$ cat src/rtl/lcd_pkg.sv
// Shared constants and state encodings for the HD44780 hex display driver.
package lcd_pkg;

    typedef enum logic [2:0] {
        StPwrup,
        StInit,
        StAddr1,
        StChar1,
        StAddr2,
        StChar2
    } lcd_state_e;

    typedef enum logic [1:0] {
        PhSetup,
        PhPulse,
        PhWait
    } lcd_phase_e;

    localparam logic [7:0] CmdFuncSet = 8'h38;
    localparam logic [7:0] CmdDispOn  = 8'h0C;
    localparam logic [7:0] CmdClear   = 8'h01;
    localparam logic [7:0] CmdEntry   = 8'h06;
    localparam logic [7:0] CmdLine1   = 8'h80;
    localparam logic [7:0] CmdLine2   = 8'hC0;

    localparam logic [2:0] LastInitIdx = 3'd3;
    localparam logic [2:0] ClearIdx    = 3'd2;
    localparam logic [2:0] LastCharIdx = 3'd7;

    function automatic logic [7:0] init_cmd(input logic [1:0] idx);
        logic [7:0] cmd;
        case (idx)
            2'd0:    cmd = CmdFuncSet;
            2'd1:    cmd = CmdDispOn;
            2'd2:    cmd = CmdClear;
            default: cmd = CmdEntry;
        endcase
        return cmd;
    endfunction

endpackage

$ cat src/rtl/nibble_ascii.sv
// Maps a 4-bit value to its uppercase ASCII hex digit.
module nibble_ascii (
    input  logic [3:0] nibble_i,
    output logic [7:0] ascii_o
);

    always_comb begin
        ascii_o = 8'h00;
        if (nibble_i < 4'd10) begin
            ascii_o = 8'h30 + {4'h0, nibble_i};
        end else begin
            ascii_o = 8'h37 + {4'h0, nibble_i};
        end
    end

endmodule

$ cat src/rtl/lcd_hex_driver.sv
// HD44780 write-only driver: power-up, init, then continuous refresh of two
// rows of 8 hex digits taken from frame-stable shadows of line1/line2.
module lcd_hex_driver
    import lcd_pkg::*;
#(
    parameter int unsigned T_PWRUP = 750000,
    parameter int unsigned T_EN    = 25,
    parameter int unsigned T_CMD   = 2000,
    parameter int unsigned T_CLR   = 82000
) (
    input  logic        clock,
    input  logic        reset,
    input  logic [31:0] line1,
    input  logic [31:0] line2,
    output logic [7:0]  LCD_DATA,
    output logic        LCD_RS,
    output logic        LCD_EN,
    output logic        LCD_RW,
    output logic        frame_done
);

    // One counter serves power-up, pulse and post-write waits.
    localparam int unsigned MaxA   = (T_PWRUP > T_CLR) ? T_PWRUP : T_CLR;
    localparam int unsigned MaxB   = (T_CMD > T_EN) ? T_CMD : T_EN;
    localparam int unsigned CntMax = (MaxA > MaxB) ? MaxA : MaxB;
    localparam int unsigned CntW   = $clog2(CntMax + 1);

    lcd_state_e      state_q, state_d;
    lcd_phase_e      phase_q, phase_d;
    logic [2:0]      idx_q, idx_d;
    logic [CntW-1:0] cnt_q, cnt_d;
    logic [31:0]     shadow1_q, shadow2_q;
    logic            en_q;

    logic [CntW-1:0] wait_last;
    logic            wait_done;
    logic [31:0]     sel_word;
    logic [3:0]      nibble;
    logic [7:0]      ascii;

    assign wait_last = (state_q == StInit && idx_q == ClearIdx) ? CntW'(T_CLR - 1)
                                                                : CntW'(T_CMD - 1);
    assign wait_done = (phase_q == PhWait) && (cnt_q == wait_last);

    always_comb begin
        state_d = state_q;
        phase_d = phase_q;
        idx_d   = idx_q;
        cnt_d   = cnt_q + CntW'(1);
        if (state_q == StPwrup) begin
            if (cnt_q == CntW'(T_PWRUP - 1)) begin
                state_d = StInit;
                phase_d = PhSetup;
                idx_d   = 3'd0;
                cnt_d   = '0;
            end
        end else begin
            unique case (phase_q)
                PhSetup: begin
                    phase_d = PhPulse;
                    cnt_d   = '0;
                end
                PhPulse: begin
                    if (cnt_q == CntW'(T_EN - 1)) begin
                        phase_d = PhWait;
                        cnt_d   = '0;
                    end
                end
                PhWait: begin
                    if (wait_done) begin
                        phase_d = PhSetup;
                        cnt_d   = '0;
                        idx_d   = idx_q + 3'd1;
                        unique case (state_q)
                            StInit: begin
                                if (idx_q == LastInitIdx) begin
                                    state_d = StAddr1;
                                    idx_d   = 3'd0;
                                end
                            end
                            StAddr1: begin
                                state_d = StChar1;
                                idx_d   = 3'd0;
                            end
                            StChar1: begin
                                if (idx_q == LastCharIdx) begin
                                    state_d = StAddr2;
                                    idx_d   = 3'd0;
                                end
                            end
                            StAddr2: begin
                                state_d = StChar2;
                                idx_d   = 3'd0;
                            end
                            StChar2: begin
                                if (idx_q == LastCharIdx) begin
                                    state_d = StAddr1;
                                    idx_d   = 3'd0;
                                end
                            end
                            default: state_d = StPwrup;
                        endcase
                    end
                end
                default: phase_d = PhSetup;
            endcase
        end
    end

    always_ff @(posedge clock or negedge reset) begin
        if (!reset) begin
            state_q   <= StPwrup;
            phase_q   <= PhSetup;
            idx_q     <= 3'd0;
            cnt_q     <= '0;
            shadow1_q <= 32'h0;
            shadow2_q <= 32'h0;
            en_q      <= 1'b0;
        end else begin
            state_q <= state_d;
            phase_q <= phase_d;
            idx_q   <= idx_d;
            cnt_q   <= cnt_d;
            en_q    <= (state_d != StPwrup) && (phase_d == PhPulse);
            // Sample inputs once per frame so a row never shows a torn word.
            if (state_q == StAddr1 && phase_q == PhSetup) begin
                shadow1_q <= line1;
                shadow2_q <= line2;
            end
        end
    end

    assign sel_word = (state_q == StChar2) ? shadow2_q : shadow1_q;
    assign nibble   = sel_word[{~idx_q, 2'b00} +: 4];

    nibble_ascii u_nibble_ascii (
        .nibble_i (nibble),
        .ascii_o  (ascii)
    );

    always_comb begin
        LCD_DATA = 8'h00;
        LCD_RS   = 1'b0;
        unique case (state_q)
            StInit:  LCD_DATA = init_cmd(idx_q[1:0]);
            StAddr1: LCD_DATA = CmdLine1;
            StAddr2: LCD_DATA = CmdLine2;
            StChar1, StChar2: begin
                LCD_DATA = ascii;
                LCD_RS   = 1'b1;
            end
            default: begin
                LCD_DATA = 8'h00;
                LCD_RS   = 1'b0;
            end
        endcase
    end

    assign LCD_EN     = en_q;
    assign LCD_RW     = 1'b0;
    assign frame_done = (state_q == StChar2) && (idx_q == LastCharIdx) && wait_done;

endmodule

$ cat config.mk
export PLATFORM = sky130hd
export DESIGN_NAME = lcd_hex_driver
export DESIGN_NICKNAME = d
export VERILOG_FILES = /design/src/rtl/lcd_pkg.sv /design/src/rtl/nibble_ascii.sv /design/src/rtl/lcd_hex_driver.sv
export SDC_FILE = /design/constraint.sdc
export NUM_CORES = 1
export LEC_CHECK = 0
export CAP_MARGIN = 20
export CORE_AREA = 3 3 104 106
export DETAILED_ROUTE_END_ITERATION = 7
export DIE_AREA = 0 0 107 109
export PLACE_DENSITY = 0.74
export SLEW_MARGIN = 10
export SYNTH_ARGS = -nofsm -noshare
export SYNTH_HDL_FRONTEND = slang
export SYNTH_SLANG_ARGS = --single-unit
$ cat constraint.sdc
create_clock -name clock -period 2.8 [get_ports clock]
set_input_delay 0.42 -clock clock [delete_from_list [all_inputs] [get_ports clock]]
set_output_delay 0.42 -clock clock [all_outputs]
set_load 0.02 [all_outputs]
==> summary.txt <==
Floorplanning
  – # rows: 36
  – Die ar.: 11700 um^2
  – Initial Util: 48.0%
  – Die height: 109 um
  – Core area: 9860 um^2
  – I/O pins: 78
  – Die width: 107 um

Timing
  – Setup TNS: -0.802 ns
  – Final hold vios: 0
  – Setup Skew: 0.0104 ns
  – Slew @ Worst Pin: 0.671 ns
  – Slew Limit Fails: 0
  – Fin crit share: 106%
  – Tmin final: 2.97 ns
  – Slew margin rel.: 55.3%
  – Max Freq: 0.337 GHz
  – Final setup viols: 8
  – Setup WS post-layout: -0.168 ns
  – RSZ-0062 raised after global routing: yes
  – Hold Worst Slack: 0.0899 ns

Place
  – Gpl congestion: 0.850
  – Detailed-placement wirelength estimate: 7810 um
  – I/O Buffers: 76

Layout
  – Most common cell after layout, fill and taps aside: dfrtp_1
  – Fin nets: 587
  – Area delta synth->final: 32.9%
  – Layout cells sized above 1: 35.4%
  – Antenna Cells: 0
  – Final Util: 63.8%
  – Most frequent cells in the layout: 92 x dfrtp_1, 67 x clkdlybuf4s50_1, 64 x mux2_2, 40 x buf_4, 37 x nor2_1
  – Filler cell count: 717

Critical path
  – Crit path arrival time: 2.55 ns
  – WS Path Type: register to output pin
  – Crit. End Element: output pin
  – Largest fanout on the critical path: 5
  – CP startpoint kind: register
  – Worst EP required: 2.38 ns

Yosys
  – Synth Area per Inst: 11.9 um^2
  – Post-synth EDFFs: 0
  – Ys flop type: dfrtp_1
  – Count of different cell masters after synthesis: 51
  – Yosys Warn Count: 0
  – Synth top area cells: dfrtp_1 49%, mux2_2 15%, mux4_2 7.6%
  – Part of the Yosys area used for sequential elements: 49.2%
  – Number of synthesized register bits: 93
  – Top-area cell type share of the netlist area: 49.2%
  – Synth Instances: 396
  – FFs w/ async S/R, synth: 100%
  – Cell Area, Synth: 4730 um^2
  – Synth area leader: dfrtp_1
  – Post-Syn Nets: 474

Global route
  – Overflow after GRT: 0
  – Initial antenna violation count: 0
  – Global-route wire length before repair: 17300 um
  – Vias in the first global route: 3446
  – All-Layer GR Usage: 18.9%
  – Largest net degree at the start of global routing: 65

Routing
  – TritonRoute pass-1 iters: 4
  – Via density: 5.42
  – Wire length per cell: 16.5 um
  – Vias: 3508
  – DRT Wirelength: 10600 um
  – 1st-iter DRT viols: 207
  – Residual DRC: 0
  – Post-DRT Antenna Nets: 0

Power and ir drop
  – Power Dens Cells: 400 nW/um^2
  – Leakage power: 2.74 nW
  – Max VDD drop: 0.225 mV

CTS
  – Clock buffer depth: 2
  – CTS tree: done
  – CTS H-tree lvls: 3
  – Cts bufs inserted: 9
  – TritonCTS Sinks: 93
  – Clock-pin slew on the worst setup and hold paths: 0.10 ns
  – Clk_lat worst skew: 0.37 ns
  – Root Buffer: clkbuf_8

Flow run
  – Max-cap violations: 0

Status
  – Failing checks: setup timing
  – Status: finished with violations

Min path
  – Hold Crit Class: input pin to asynchronous set/reset pin
[kinds of logic after synthesis]
group | count (synthesis) | share of synthesized area [%]
AOI/OAI and AO/OA | 40 | 5.26
xor gates and xnor gates | 19 | 3.52
and+or+nand+nor | 120 | 12.8
muxes | 82 | 23.3
adders and majority gates | 12 | 3.17
other | 1 | 0.0792
DFF | 93 | 49.2
buffers and inverters | 29 | 2.70
[per-stage QoR]
stage               power, mW  setup WS, ns  instances  area (um^2)
finish                   2.52        -0.168        647         6290
global route             2.61        -0.298        647         6290
CTS                      2.54        -0.144        644         6260
detailed placement       1.65        -0.419        624         5900
global placement         1.65        -0.368        624         5900
floorplan                1.50      -0.00870        396         4740
[critical path, cell delays in order, from the launching register on]
cell,delay (ns)
dfrtp_2,0.44
buf_6,0.12
mux4_2,0.50
a22oi_2,0.26
nand3_2,0.13
inv_2,0.09
ha_4,0.13
a31oi_1,0.04
o21ai_1,0.19
a22o_1,0.17
buf_6,0.11
[sequential cells by signal, summed over array words and instances, names as in the netlist]
name	flops
LCD_EN	1
shadow1_q	32
state_q	3
shadow2_q	32
cnt_q	20
idx_q	3
phase_q	2
[cell usage after synthesis, types with 2 or more instances]
cell type  number
a211oi_1        2
a21oi_1         9
a22o_1          3
a22oi_1         4
a31oi_1         2
and2_1          2
and3_1          4
buf_2           2
buf_4           2
clkbuf_1       11
dfrtp_1        93
ha_1           12
inv_1          12
mux2_2         64
mux2i_1         2
mux4_2         16
nand2_1        23
nand3_1        22
nand4_1         5
nor2_1         37
nor2b_1         3
nor3_1          4
o211ai_1        2
o21ai_0        12
o31ai_1         2
or2_2           2
or4_1           3
xnor2_1         6
xor2_1         13
[metal layers]
layer / global-route usage (%) / share of wire (%) / vias to the layer above
met5: 0 / 0 / -
met4: 6.85 / 1.6 / 0
met3: 2.61 / 3.6 / 14
met2: 30.1 / 49 / 97
met1: 26.7 / 46 / 1753
li1: - / - / 1644
[worst paths after layout]
| path | startpoint | end | slack [ns] | depth (start not counted) |
|---|---|---|---|---|
| setup / recovery | idx_q[0] | LCD_DATA[4] | -0.17 | 10 |
| hold / removal | reset | phase_q[1] | 0.09 | 1 |
| setup reg to reg | idx_q[0] | cnt_q[15] | 0.19 | 12 |
| hold reg to reg | cnt_q[0] | cnt_q[0] | 0.49 | 1 |
| max in group asynchronous | reset | idx_q[0] | 2.04 | 2 |
| min in group clock | cnt_q[0] | cnt_q[0] | 0.49 | 1 |
[what timing repair did]
action | CTS | global route
setup buffers | 5 | 3
pin swaps | 16 | 6
setup endpoints to repair | 8 | 8
hold endpoints to repair | 0 | 0
hold buffers | 0 | 0
resized for setup | 78 | 2
[area by class of cell]
type	instances	area, um^2	area share, %
Clock inverter	7	68.8	1.09
Inverter	12	45.0	0.716
Multi-Input combinational cell	274	2420	38.4
Sequential cell	93	2330	37.0
Tap cell	133	166	2.65
Clock buffer	9	124	1.97
Timing Repair Buffer	119	1140	18.1
[power breakdown]
part / internal [mW] / total, mW / leakage, nW / switching, mW
clock: 0.346 / 0.876 / 0.0964 / 0.531
sequential: 1.39 / 1.42 / 1.13 / 0.0263
combinational: 0.147 / 0.224 / 1.51 / 0.0771
Note: power is estimated with default switching activity, not from simulation.
